`config.mk`:
```
export PLATFORM = sky130hd
export DESIGN_NAME = nx_node_decoder
export DESIGN_NICKNAME = d
export VERILOG_FILES = /design/src/rtl/nx_node_decoder_pkg.sv /design/src/rtl/nx_route_dir.sv /design/src/rtl/nx_node_decoder.sv
export SDC_FILE = /design/constraint.sdc
export NUM_CORES = 1
export LEC_CHECK = 0
export ABC_AREA = 1
export CAP_MARGIN = 5
export CORE_MARGIN = 2
export CORE_UTILIZATION = 51
export CTS_BUF_LIST = sky130_fd_sc_hd__clkbuf_2 sky130_fd_sc_hd__clkbuf_4 sky130_fd_sc_hd__clkbuf_8
export DETAILED_ROUTE_END_ITERATION = 10
export PLACE_DENSITY_LB_ADDON = 0.12
export SYNTH_ARGS = -nofsm -noshare
export SYNTH_HDL_FRONTEND = slang
export SYNTH_HIERARCHICAL = 1
export SYNTH_SLANG_ARGS = --single-unit
```
`constraint.sdc`:
```
create_clock -name clk_i -period 3.4 [get_ports clk_i]
set_clock_uncertainty 0.1 [all_clocks]
set_input_delay 0.68 -clock clk_i [delete_from_list [all_inputs] [get_ports clk_i]]
set_output_delay 0.68 -clock clk_i [all_outputs]
set_load 0.02 [all_outputs]
```
`src/rtl/nx_node_decoder_pkg.sv`:
```
// Shared constants for the mesh node inbound decoder.
// Command and direction encodings plus default field widths.
package nx_node_decoder_pkg;

    localparam int STREAM_W = 32;
    localparam int ROW_W    = 4;
    localparam int COL_W    = 4;
    localparam int CMD_W    = 2;
    localparam int N_INPUTS = 8;
    localparam int N_OUTS   = 8;
    localparam int INSTR_W  = 15;

    typedef enum logic [1:0] {
        CMD_LOAD_INSTR = 2'd0,
        CMD_MAP_IO     = 2'd1,
        CMD_SIG_STATE  = 2'd2,
        CMD_RESERVED   = 2'd3
    } cmd_e;

    typedef enum logic [1:0] {
        DIR_N = 2'd0,
        DIR_E = 2'd1,
        DIR_S = 2'd2,
        DIR_W = 2'd3
    } dir_e;

    // Straight-through continuation of a message arriving from d.
    function automatic logic [1:0] dir_through(input logic [1:0] d);
        return d ^ 2'd2;
    endfunction

endpackage

```
`src/rtl/nx_route_dir.sv`:
```
// Dimension-ordered route choice: rows first, then columns.
// Pure combinational; shared with the node control output path.
module nx_route_dir
    import nx_node_decoder_pkg::*;
#(
    parameter int ROW_WIDTH = ROW_W,
    parameter int COL_WIDTH = COL_W
) (
    input  logic [ROW_WIDTH-1:0] tgt_row,
    input  logic [COL_WIDTH-1:0] tgt_col,
    input  logic [ROW_WIDTH-1:0] node_row,
    input  logic [COL_WIDTH-1:0] node_col,
    output logic [1:0]           dir
);

    // Pick the outbound port toward the target node
    always_comb begin
        dir = DIR_E;
        if (tgt_row < node_row) begin
            dir = DIR_N;
        end else if (tgt_row > node_row) begin
            dir = DIR_S;
        end else if (tgt_col < node_col) begin
            dir = DIR_W;
        end
    end

endmodule

```
`src/rtl/nx_node_decoder.sv`:
```
// Inbound message decoder and bypass scheduler for one mesh node.
// Local messages become one-cycle strobes; others go out on the bypass.
module nx_node_decoder
    import nx_node_decoder_pkg::*;
#(
    parameter int STREAM_WIDTH   = STREAM_W,
    parameter int ADDR_ROW_WIDTH = ROW_W,
    parameter int ADDR_COL_WIDTH = COL_W,
    parameter int COMMAND_WIDTH  = CMD_W,
    parameter int INPUTS         = N_INPUTS,
    parameter int OUTPUTS        = N_OUTS,
    parameter int INSTR_WIDTH    = INSTR_W
) (
    input  logic                      clk_i,
    input  logic                      rst_i,
    input  logic [ADDR_ROW_WIDTH-1:0] node_row_i,
    input  logic [ADDR_COL_WIDTH-1:0] node_col_i,
    input  logic [STREAM_WIDTH-1:0]   in_data_i,
    input  logic [1:0]                in_dir_i,
    input  logic                      in_valid_i,
    output logic                      in_ready_o,
    output logic [STREAM_WIDTH-1:0]   byp_data_o,
    output logic [1:0]                byp_dir_o,
    output logic                      byp_valid_o,
    input  logic                      byp_ready_i,
    output logic [$clog2(OUTPUTS)-1:0] map_io_o,
    output logic                      map_input_o,
    output logic [ADDR_ROW_WIDTH-1:0] map_remote_row_o,
    output logic [ADDR_COL_WIDTH-1:0] map_remote_col_o,
    output logic [$clog2(INPUTS)-1:0] map_remote_idx_o,
    output logic                      map_slot_o,
    output logic                      map_broadcast_o,
    output logic                      map_seq_o,
    output logic                      map_valid_o,
    output logic [ADDR_ROW_WIDTH-1:0] signal_remote_row_o,
    output logic [ADDR_COL_WIDTH-1:0] signal_remote_col_o,
    output logic [$clog2(INPUTS)-1:0] signal_remote_idx_o,
    output logic                      signal_state_o,
    output logic                      signal_valid_o,
    output logic [INSTR_WIDTH-1:0]    instr_data_o,
    output logic                      instr_valid_o,
    output logic [7:0]                drop_count_o
);

    localparam int RW   = ADDR_ROW_WIDTH;
    localparam int CW   = ADDR_COL_WIDTH;
    localparam int PW   = STREAM_WIDTH - 1 - RW - CW - COMMAND_WIDTH;
    localparam int IO_W = $clog2(OUTPUTS);
    localparam int IX_W = $clog2(INPUTS);

    // Header bit positions
    localparam int BC_POS = STREAM_WIDTH - 1;
    localparam int ROW_HI = STREAM_WIDTH - 2;
    localparam int COL_HI = ROW_HI - RW;
    localparam int CMD_HI = COL_HI - CW;

    // Mapping payload bit positions, MSB first
    localparam int M_IO_HI  = PW - 1;
    localparam int M_IN     = M_IO_HI - IO_W;
    localparam int M_ROW_HI = M_IN - 1;
    localparam int M_COL_HI = M_ROW_HI - RW;
    localparam int M_IDX_HI = M_COL_HI - CW;
    localparam int M_SLOT   = M_IDX_HI - IX_W;
    localparam int M_BC     = M_SLOT - 1;
    localparam int M_SEQ    = M_BC - 1;

    // Signal payload bit positions, MSB first
    localparam int S_ROW_HI = PW - 1;
    localparam int S_COL_HI = S_ROW_HI - RW;
    localparam int S_IDX_HI = S_COL_HI - CW;
    localparam int S_STATE  = S_IDX_HI - IX_W;

    logic          hdr_bc;
    logic [RW-1:0] hdr_row;
    logic [CW-1:0] hdr_col;
    cmd_e          cmd;
    logic [1:0]    route_dir;

    logic is_self;
    logic is_local;
    logic bc_sig;
    logic want_fwd;
    logic want_map;
    logic want_sig;
    logic want_instr;
    logic want_drop;
    logic accept;

    logic                    byp_valid_d, byp_valid_q;
    logic [STREAM_WIDTH-1:0] byp_data_d, byp_data_q;
    logic [1:0]              byp_dir_d, byp_dir_q;

    logic            map_valid_d, map_valid_q;
    logic [IO_W-1:0] map_io_d, map_io_q;
    logic            map_input_d, map_input_q;
    logic [RW-1:0]   map_row_d, map_row_q;
    logic [CW-1:0]   map_col_d, map_col_q;
    logic [IX_W-1:0] map_idx_d, map_idx_q;
    logic            map_slot_d, map_slot_q;
    logic            map_bc_d, map_bc_q;
    logic            map_seq_d, map_seq_q;

    logic            sig_valid_d, sig_valid_q;
    logic [RW-1:0]   sig_row_d, sig_row_q;
    logic [CW-1:0]   sig_col_d, sig_col_q;
    logic [IX_W-1:0] sig_idx_d, sig_idx_q;
    logic            sig_state_d, sig_state_q;

    logic                   instr_valid_d, instr_valid_q;
    logic [INSTR_WIDTH-1:0] instr_data_d, instr_data_q;

    logic [7:0] drop_count_d, drop_count_q;

    assign hdr_bc  = in_data_i[BC_POS];
    assign hdr_row = in_data_i[ROW_HI -: RW];
    assign hdr_col = in_data_i[COL_HI -: CW];
    assign cmd     = cmd_e'(in_data_i[CMD_HI -: COMMAND_WIDTH]);

    nx_route_dir #(
        .ROW_WIDTH (RW),
        .COL_WIDTH (CW)
    ) u_route_dir (
        .tgt_row  (hdr_row),
        .tgt_col  (hdr_col),
        .node_row (node_row_i),
        .node_col (node_col_i),
        .dir      (route_dir)
    );

    // Classify the inbound message into the actions it needs
    always_comb begin
        is_self    = (hdr_row == node_row_i) && (hdr_col == node_col_i);
        is_local   = !hdr_bc && is_self;
        bc_sig     = hdr_bc && (cmd == CMD_SIG_STATE);
        want_fwd   = (!hdr_bc && !is_self) || bc_sig;
        want_map   = is_local && (cmd == CMD_MAP_IO);
        want_sig   = (is_local && (cmd == CMD_SIG_STATE)) || bc_sig;
        want_instr = is_local && (cmd == CMD_LOAD_INSTR);
        want_drop  = (is_local && (cmd == CMD_RESERVED)) || (hdr_bc && !bc_sig);
    end

    // Any message waits while the bypass is stalled so order is kept
    assign in_ready_o = !byp_valid_q || byp_ready_i;
    assign accept     = in_valid_i && in_ready_o;

    // Next-state for bypass slot, strobes and drop counter
    always_comb begin
        byp_valid_d = byp_valid_q;
        byp_data_d  = byp_data_q;
        byp_dir_d   = byp_dir_q;
        if (byp_ready_i) begin
            byp_valid_d = 1'b0;
        end
        if (accept && want_fwd) begin
            byp_valid_d = 1'b1;
            byp_data_d  = in_data_i;
            byp_dir_d   = hdr_bc ? dir_through(in_dir_i) : route_dir;
        end

        map_valid_d = accept && want_map;
        map_io_d    = map_io_q;
        map_input_d = map_input_q;
        map_row_d   = map_row_q;
        map_col_d   = map_col_q;
        map_idx_d   = map_idx_q;
        map_slot_d  = map_slot_q;
        map_bc_d    = map_bc_q;
        map_seq_d   = map_seq_q;
        if (map_valid_d) begin
            map_io_d    = in_data_i[M_IO_HI -: IO_W];
            map_input_d = in_data_i[M_IN];
            map_row_d   = in_data_i[M_ROW_HI -: RW];
            map_col_d   = in_data_i[M_COL_HI -: CW];
            map_idx_d   = in_data_i[M_IDX_HI -: IX_W];
            map_slot_d  = in_data_i[M_SLOT];
            map_bc_d    = in_data_i[M_BC];
            map_seq_d   = in_data_i[M_SEQ];
        end

        sig_valid_d = accept && want_sig;
        sig_row_d   = sig_row_q;
        sig_col_d   = sig_col_q;
        sig_idx_d   = sig_idx_q;
        sig_state_d = sig_state_q;
        if (sig_valid_d) begin
            sig_row_d   = in_data_i[S_ROW_HI -: RW];
            sig_col_d   = in_data_i[S_COL_HI -: CW];
            sig_idx_d   = in_data_i[S_IDX_HI -: IX_W];
            sig_state_d = in_data_i[S_STATE];
        end

        instr_valid_d = accept && want_instr;
        instr_data_d  = instr_data_q;
        if (instr_valid_d) begin
            instr_data_d = in_data_i[PW-1 -: INSTR_WIDTH];
        end

        drop_count_d = drop_count_q;
        if (accept && want_drop && (drop_count_q != 8'hFF)) begin
            drop_count_d = drop_count_q + 8'd1;
        end
    end

    // State registers with synchronous reset
    always_ff @(posedge clk_i) begin
        if (rst_i) begin
            byp_valid_q   <= 1'b0;
            byp_data_q    <= '0;
            byp_dir_q     <= DIR_N;
            map_valid_q   <= 1'b0;
            map_io_q      <= '0;
            map_input_q   <= 1'b0;
            map_row_q     <= '0;
            map_col_q     <= '0;
            map_idx_q     <= '0;
            map_slot_q    <= 1'b0;
            map_bc_q      <= 1'b0;
            map_seq_q     <= 1'b0;
            sig_valid_q   <= 1'b0;
            sig_row_q     <= '0;
            sig_col_q     <= '0;
            sig_idx_q     <= '0;
            sig_state_q   <= 1'b0;
            instr_valid_q <= 1'b0;
            instr_data_q  <= '0;
            drop_count_q  <= '0;
        end else begin
            byp_valid_q   <= byp_valid_d;
            byp_data_q    <= byp_data_d;
            byp_dir_q     <= byp_dir_d;
            map_valid_q   <= map_valid_d;
            map_io_q      <= map_io_d;
            map_input_q   <= map_input_d;
            map_row_q     <= map_row_d;
            map_col_q     <= map_col_d;
            map_idx_q     <= map_idx_d;
            map_slot_q    <= map_slot_d;
            map_bc_q      <= map_bc_d;
            map_seq_q     <= map_seq_d;
            sig_valid_q   <= sig_valid_d;
            sig_row_q     <= sig_row_d;
            sig_col_q     <= sig_col_d;
            sig_idx_q     <= sig_idx_d;
            sig_state_q   <= sig_state_d;
            instr_valid_q <= instr_valid_d;
            instr_data_q  <= instr_data_d;
            drop_count_q  <= drop_count_d;
        end
    end

    assign byp_valid_o         = byp_valid_q;
    assign byp_data_o          = byp_data_q;
    assign byp_dir_o           = byp_dir_q;
    assign map_valid_o         = map_valid_q;
    assign map_io_o            = map_io_q;
    assign map_input_o         = map_input_q;
    assign map_remote_row_o    = map_row_q;
    assign map_remote_col_o    = map_col_q;
    assign map_remote_idx_o    = map_idx_q;
    assign map_slot_o          = map_slot_q;
    assign map_broadcast_o     = map_bc_q;
    assign map_seq_o           = map_seq_q;
    assign signal_valid_o      = sig_valid_q;
    assign signal_remote_row_o = sig_row_q;
    assign signal_remote_col_o = sig_col_q;
    assign signal_remote_idx_o = sig_idx_q;
    assign signal_state_o      = sig_state_q;
    assign instr_valid_o       = instr_valid_q;
    assign instr_data_o        = instr_data_q;
    assign drop_count_o        = drop_count_q;

endmodule

```
==> flow_summary.toml, run 1 <==
[sta]
report.final.slew_viol_count = 0
max_freq_mhz = 375
grt_setup_unrepaired = "no"
setup_viol = 0
layout_min_cycle_time_ns = 2.67
hold_viol_final = 0
setup_tns_ns = 0
slew-limit-headroom_pct = 54.5
finalWorstSetupSlack_ns = 0.734
period_share_pct = 78.4
tightest_slew_ns = 0.680

[drt]
drtIter0Drc = 169
ant_nets = 0
totalWireLength_mm = 10.0
first_pass_iters = 4
wl_per_cell_um = 11.7
vias = 3970
drt-vias-per-instance = 4.64
drc = 0

[clocking]
clock-root-buffer = "clkbuf_8"
postCtsSetupRepairBufs = 0
clock_path_buffers = 2
cts-htree-levels = 3
holdBufCountCts = 0
numCtsBuffers = 9
clk_pin_slew_ns = 0.09
cts_resized = 0
clkLatencyLatePin_ns = 0.35
cts_tree = "built"
clock_sinks = 91

[cells_and_area]
regArea_um2 = 1820
antenna_cells = 0
multiInputGateArea_um2 = 1780
nNetsFinal = 803
drive_above_1_share_pct = 4.24
area_delta_synth_final_pct = 38.7
nFillCells = 664
design_area_um2 = 5710

[synthesis]
yosysTopAreaCell = "dfxtp_1"
synth_cells = 621
yosys-top-cells-count = "nand2_1 (185), nor2_1 (148), dfxtp_1 (91), inv_1 (89)"
ys_seq_area_share_pct = 44.2
synth-main-ff-cell = "dfxtp_1"
synth-seq-cells = 91
yosysTopAreaCellShare_pct = 44.2
yosysUniqueCellTypes = 24
synth_area_per_cell_um2 = 6.63
yosys.cell_count.top_type = "nand2_1"
synth_warnings = 6
syn_area_um2 = 4120
synth_edf_count = 0
syn_nets = 675
synth_area_leaders = "dfxtp_1 (44%), nand2_1 (17%), nor2_1 (13%), inv_1 (8.1%), a21oi_1 (2.7%)"
ys_async_sr_fraction_pct = 0

[placed_design]
port_buffers = 137
dp_hpwl_mm = 7.32
gp_congestion = 0.768
dpl_worst_slack_ns = 0.523
postPlaceCellArea_um2 = 5510

[grt]
globalRouteOverflowTotal = 0
grt_pass1_wl_mm = 16.8
grtUsageTotal_pct = 23.9
antenna_found_initial = 0
grt_max_degree = 44
grt_pass1_vias = 3679

[setup_path]
critical_path_class = "in -> out"
cpMostUsedCell = "clkdlybuf4s50_1"
path_cells = "clkdlybuf4s50_1, nor2_2, inv_1, clkdlybuf4s50_1"
cp_top_family = "buffers and inverters"
worstPathMaxFanout = 3
slowest_delay_ns = 0.53
critPathLaunchType = "input pin"
r2r_slack_ns = 1.34
cp-end-kind = "primary output"
critPathBufInv = 3
slowest_stage = "clkdlybuf4s50_1"
crit_arrival_ns = 1.89
required_ns = 2.62

[floorplanning]
initial_utilization_pct = 53.0
die_w_um = 93.9
coreArea_um2 = 7770
die_y_um = 93.9
rows = 32
dieArea_um2 = 8810
ios = 138

[power]
p_int_w = 0.00163
power_leakage_nw = 2.73
clkPwrFrac_pct = 33.4
switchingPower_w = 0.000609
seqPwrFrac_pct = 50.2
swShare_pct = 27.2
power_frac_comb_pct = 16.4
power.density_nw_per_um2 = 392
ir_worst_vdd_mv = 0.354

[status]
status = "complete, no violations"

[run]
cap_violations = 0

[worst_hold_path]
hold_class = "reg -> reg"
[final timing paths]
check | cells past startpoint | end | start
worst min register to register | 2 | signal_remote_col_o[3] | signal_remote_col_o[3]
worst max register to register | 11 | byp_data_o[13] | byp_valid_o
worst min-delay path | 2 | signal_remote_col_o[3] | signal_remote_col_o[3]
worst max-delay path | 4 | in_ready_o | byp_ready_i
[layout by cell type, fill, tap and decap left out, drive strengths merged]
| master | n |
|---|---|
| nor2 | 151 |
| clkbuf | 10 |
| nor3 | 2 |
| a21o | 1 |
| o21ai | 4 |
| nand3 | 22 |
| ha | 8 |
| clkdlybuf4s50 | 137 |
| a21oi | 23 |
| mux2i | 1 |
| xnor2 | 5 |
| xor2 | 5 |
| dfxtp | 91 |
| buf | 6 |
| nand2 | 188 |
| clkinv | 4 |
| nand4 | 1 |
| bufinv | 1 |
| inv | 94 |
[power groups by stage]
| stage | registers (W) | logic, W | clock network, W |
|---|---|---|---|
| global route | 0.00113 | 0.000405 | 0.000811 |
| floorplan | 0.00119 | 0.000150 | 0 |
| finish | 0.00112 | 0.000367 | 0.000749 |
| global placement | 0.00115 | 0.000356 | 0 |
| CTS | 0.00112 | 0.000368 | 0.000771 |
| detailed placement | 0.00115 | 0.000366 | 0 |
[logic make-up (layout without fill, tap and decap cells)]
logic type | Yosys count | count (layout) | share of synthesized area [%]
AND/OR/NAND/NOR | 364 | 364 | 34.7
buffers and inverters | 119 | 252 | 12.5
flip-flops | 91 | 91 | 44.2
AO/OA/AOI/OAI | 28 | 28 | 3.74
XOR/XNOR | 10 | 10 | 2.13
adder cells (fa/ha/maj) | 8 | 8 | 2.43
multiplexers | 1 | 1 | 0.243
[tightest hold or removal path, cell delays in order (launching register included)]
cell and delay (ns):
dfxtp_1 0.32, nand2_1 0.06, a21oi_1 0.05
[state kept, by name (all words and copies together), names as in the netlist, 2 cells and up]
name,count
map_remote_idx_o,3
byp_dir_o,2
map_io_o,3
map_remote_row_o,4
map_remote_col_o,4
drop_count_o,8
signal_remote_col_o,4
byp_data_o,32
instr_data_o,15
signal_remote_idx_o,3
signal_remote_row_o,4
[final cells by class]
type	instances	share of cell area [%]
sequential	91	31.9
inverter	93	6.11
multi-input combinational	411	31.2
timing repair buffer	143	25.0
clock inverter	6	1.29
tap	102	2.23
clock buffer	10	2.30
[through the flow]
| step | cells | utilization, % | hold slack (ns) | power [W] |
|---|---|---|---|---|
| after floorplan | 621 | - | 0.431 | 0.00134 |
| after global placement | 840 | 70.9 | 0.349 | 0.00150 |
| after detailed placement | 840 | 70.9 | 0.357 | 0.00151 |
| after CTS | 856 | 73.6 | 0.372 | 0.00226 |
| after global routing | 856 | 73.6 | 0.398 | 0.00234 |
| final | 856 | 73.6 | 0.370 | 0.00224 |
[metal layers]
layer / track usage (%) / up-vias / part of all wire, %
met4: 7.61 / 0 / 1.3
li1: - / 2077 / -
met1: 30.1 / 1775 / 45
met2: 39.8 / 109 / 47
met3: 6.50 / 9 / 6.9
met5: 0 / - / 0
Power figures use the tool's default switching activity.
==> run 2, diff against run 1 <==
--- a/config.mk
+++ b/config.mk
@@ -8,7 +8,7 @@
 export ABC_AREA = 1
 export CAP_MARGIN = 5
 export CORE_MARGIN = 2
-export CORE_UTILIZATION = 51
+export CORE_UTILIZATION = 43
 export CTS_BUF_LIST = sky130_fd_sc_hd__clkbuf_2 sky130_fd_sc_hd__clkbuf_4 sky130_fd_sc_hd__clkbuf_8
 export DETAILED_ROUTE_END_ITERATION = 10
 export PLACE_DENSITY_LB_ADDON = 0.12
==> constraint.sdc (replaced) <==
create_clock -name clk_i -period 2.45 [get_ports clk_i]
set_clock_uncertainty 0.1 [all_clocks]
set_input_delay 0.49 -clock clk_i [delete_from_list [all_inputs] [get_ports clk_i]]
set_output_delay 0.49 -clock clk_i [all_outputs]
set_load 0.02 [all_outputs]
==> flow_summary.toml, run 2 (synthesis results as in run 1) <==
[drt]
drtIter0Drc = 145
wl_per_cell_um = 11.4
drt-vias-per-instance = 4.44
drc = 0
vias = 3940
ant_nets = 0
totalWireLength_mm = 10.1
first_pass_iters = 4

[placed_design]
gp_congestion = 0.789
dp_hpwl_mm = 7.45
port_buffers = 137

[cells_and_area]
largest_register_ffs = 32
nFillCells = 918
nNetsFinal = 808
final_cell_mix = "nand2_1 (185), nor2_1 (148), clkdlybuf4s50_1 (137)"
area_delta_synth_final_pct = 40.8
drive_above_1_share_pct = 4.87
antenna_cells = 0
layout_commonest_cell = "nand2_1"

[setup_path]
cp-end-kind = "primary output"
critical_path_class = "in -> out"
crit_arrival_ns = 1.69
slowest_stage = "clkdlybuf4s50_1"
required_ns = 1.86
worstPathMaxFanout = 3
slowest_delay_ns = 0.53
critPathBufInv = 3
cpMostUsedCell = "clkdlybuf4s50_1"
path_cells = "clkdlybuf4s50_1, nor2_2, inv_1, clkdlybuf4s50_1"
critPathLaunchType = "input pin"
cp_top_family = "buffers and inverters"

[sta]
tightest_slew_ns = 0.412
setup_viol = 0
report.final.slew_viol_count = 0
layout_min_cycle_time_ns = 2.28
slew-limit-headroom_pct = 72.4
setup_tns_ns = 0
grt_setup_unrepaired = "no"
max_freq_mhz = 439
hold_viol_final = 0
period_share_pct = 93.0

[grt]
antenna_found_initial = 0
grt_pass1_vias = 3720
grt_max_degree = 45
globalRouteOverflowTotal = 0
grtUsageTotal_pct = 20.1
grt_pass1_wl_mm = 16.6

[clocking]
numCtsBuffers = 9
clk_pin_slew_ns = 0.09
holdBufCountCts = 0
clock_path_buffers = 2
clock-root-buffer = "clkbuf_8"
clock_sinks = 91
cts_resized = 0
cts-htree-levels = 3
clkLatencyLatePin_ns = 0.36
cts_tree = "built"
postCtsSetupRepairBufs = 0

[power]
ir_worst_vdd_mv = 0.340
power.density_nw_per_um2 = 526
total_power_w = 0.00305
power_leakage_nw = 2.76

[floorplanning]
die_y_um = 102
dieArea_um2 = 10400
ios = 138
rows = 35
die_w_um = 102
coreArea_um2 = 9280
initial_utilization_pct = 44.4

[run]
cap_violations = 0

[status]
status = "complete, no violations"

[worst_hold_path]
hold_class = "reg -> reg"
==> run 2: cell count changes in the layout (fill, tap and decap cells not counted) <==
cell,delta
clkinv_2,+1
buf_4,+2
clkinv_4,-2
buf_12,+3
inv_6,-1
bufinv_16,-1
inv_8,+2
clkinvlp_4,+2
clkbuf_4,-1
==> run 2: final timing paths <==
path | cells after the start | slack (ns) | endpoint | start
worst max-delay path | 4 | 0.17 | in_ready_o | byp_ready_i
worst min-delay path | 2 | 0.37 | signal_remote_row_o[1] | signal_remote_row_o[1]
worst max register to register | 10 | 0.69 | drop_count_o[0] | drop_count_o[0]
worst min register to register | 2 | 0.37 | signal_remote_row_o[1] | signal_remote_row_o[1]
==> run 2: worst reg2reg max path, cell delays in order, from the launching register on <==
cell      delay [ns]
dfxtp_1         0.41
ha_1            0.21
nand2_1         0.08
inv_1           0.06
nand4_1         0.12
nor2_1          0.20
a21oi_4         0.12
nand2_4         0.13
clkinv_1        0.09
nor2_1          0.08
nor2_1          0.05
==> run 2: area by class of cell <==
class / instances / area, um^2 / area share [%]
Multi-Input combinational cell: 411 / 1780 / 30.7
Inverter: 93 / 349 / 6.02
Clock inverter: 7 / 60.1 / 1.04
Timing Repair Buffer: 148 / 1500 / 25.9
Sequential cell: 91 / 1820 / 31.4
Clock buffer: 9 / 124 / 2.14
Tap cell: 129 / 161 / 2.78
==> run 2: metrics by stage <==
step / cell area [um^2] / util [%] / setup WS (ns) / hold WS (ns) / std cells
5_1_grt: 5800 / 62.5 / 0.132 / 0.385 / 888
2_1_floorplan: 4120 / - / 0.716 / 0.431 / 621
4_1_cts: 5800 / 62.5 / 0.166 / 0.377 / 888
3_3_place_gp: 5620 / 60.5 / 0.145 / 0.349 / 872
6_report: 5800 / 62.5 / 0.171 / 0.370 / 888
3_5_place_dp: 5620 / 60.5 / 0.0627 / 0.358 / 872
==> run 2: layer usage <==
layer / wire length (um) / GRT usage [%] / vias up
li1: - / - / 2093
met1: 4650 / 24.7 / 1739
met2: 4770 / 34.7 / 96
met3: 562 / 4.51 / 12
met4: 147 / 6.87 / 0
met5: 0 / 0 / -
==> run 2: power by group <==
| group | switching [W] | total, W | internal (W) |
|---|---|---|---|
| sequential | 0.0000273 | 0.00156 | 0.00153 |
| combinational | 0.000276 | 0.000517 | 0.000241 |
| clock | 0.000589 | 0.000976 | 0.000387 |
| total | 0.000892 | 0.00305 | 0.00216 |
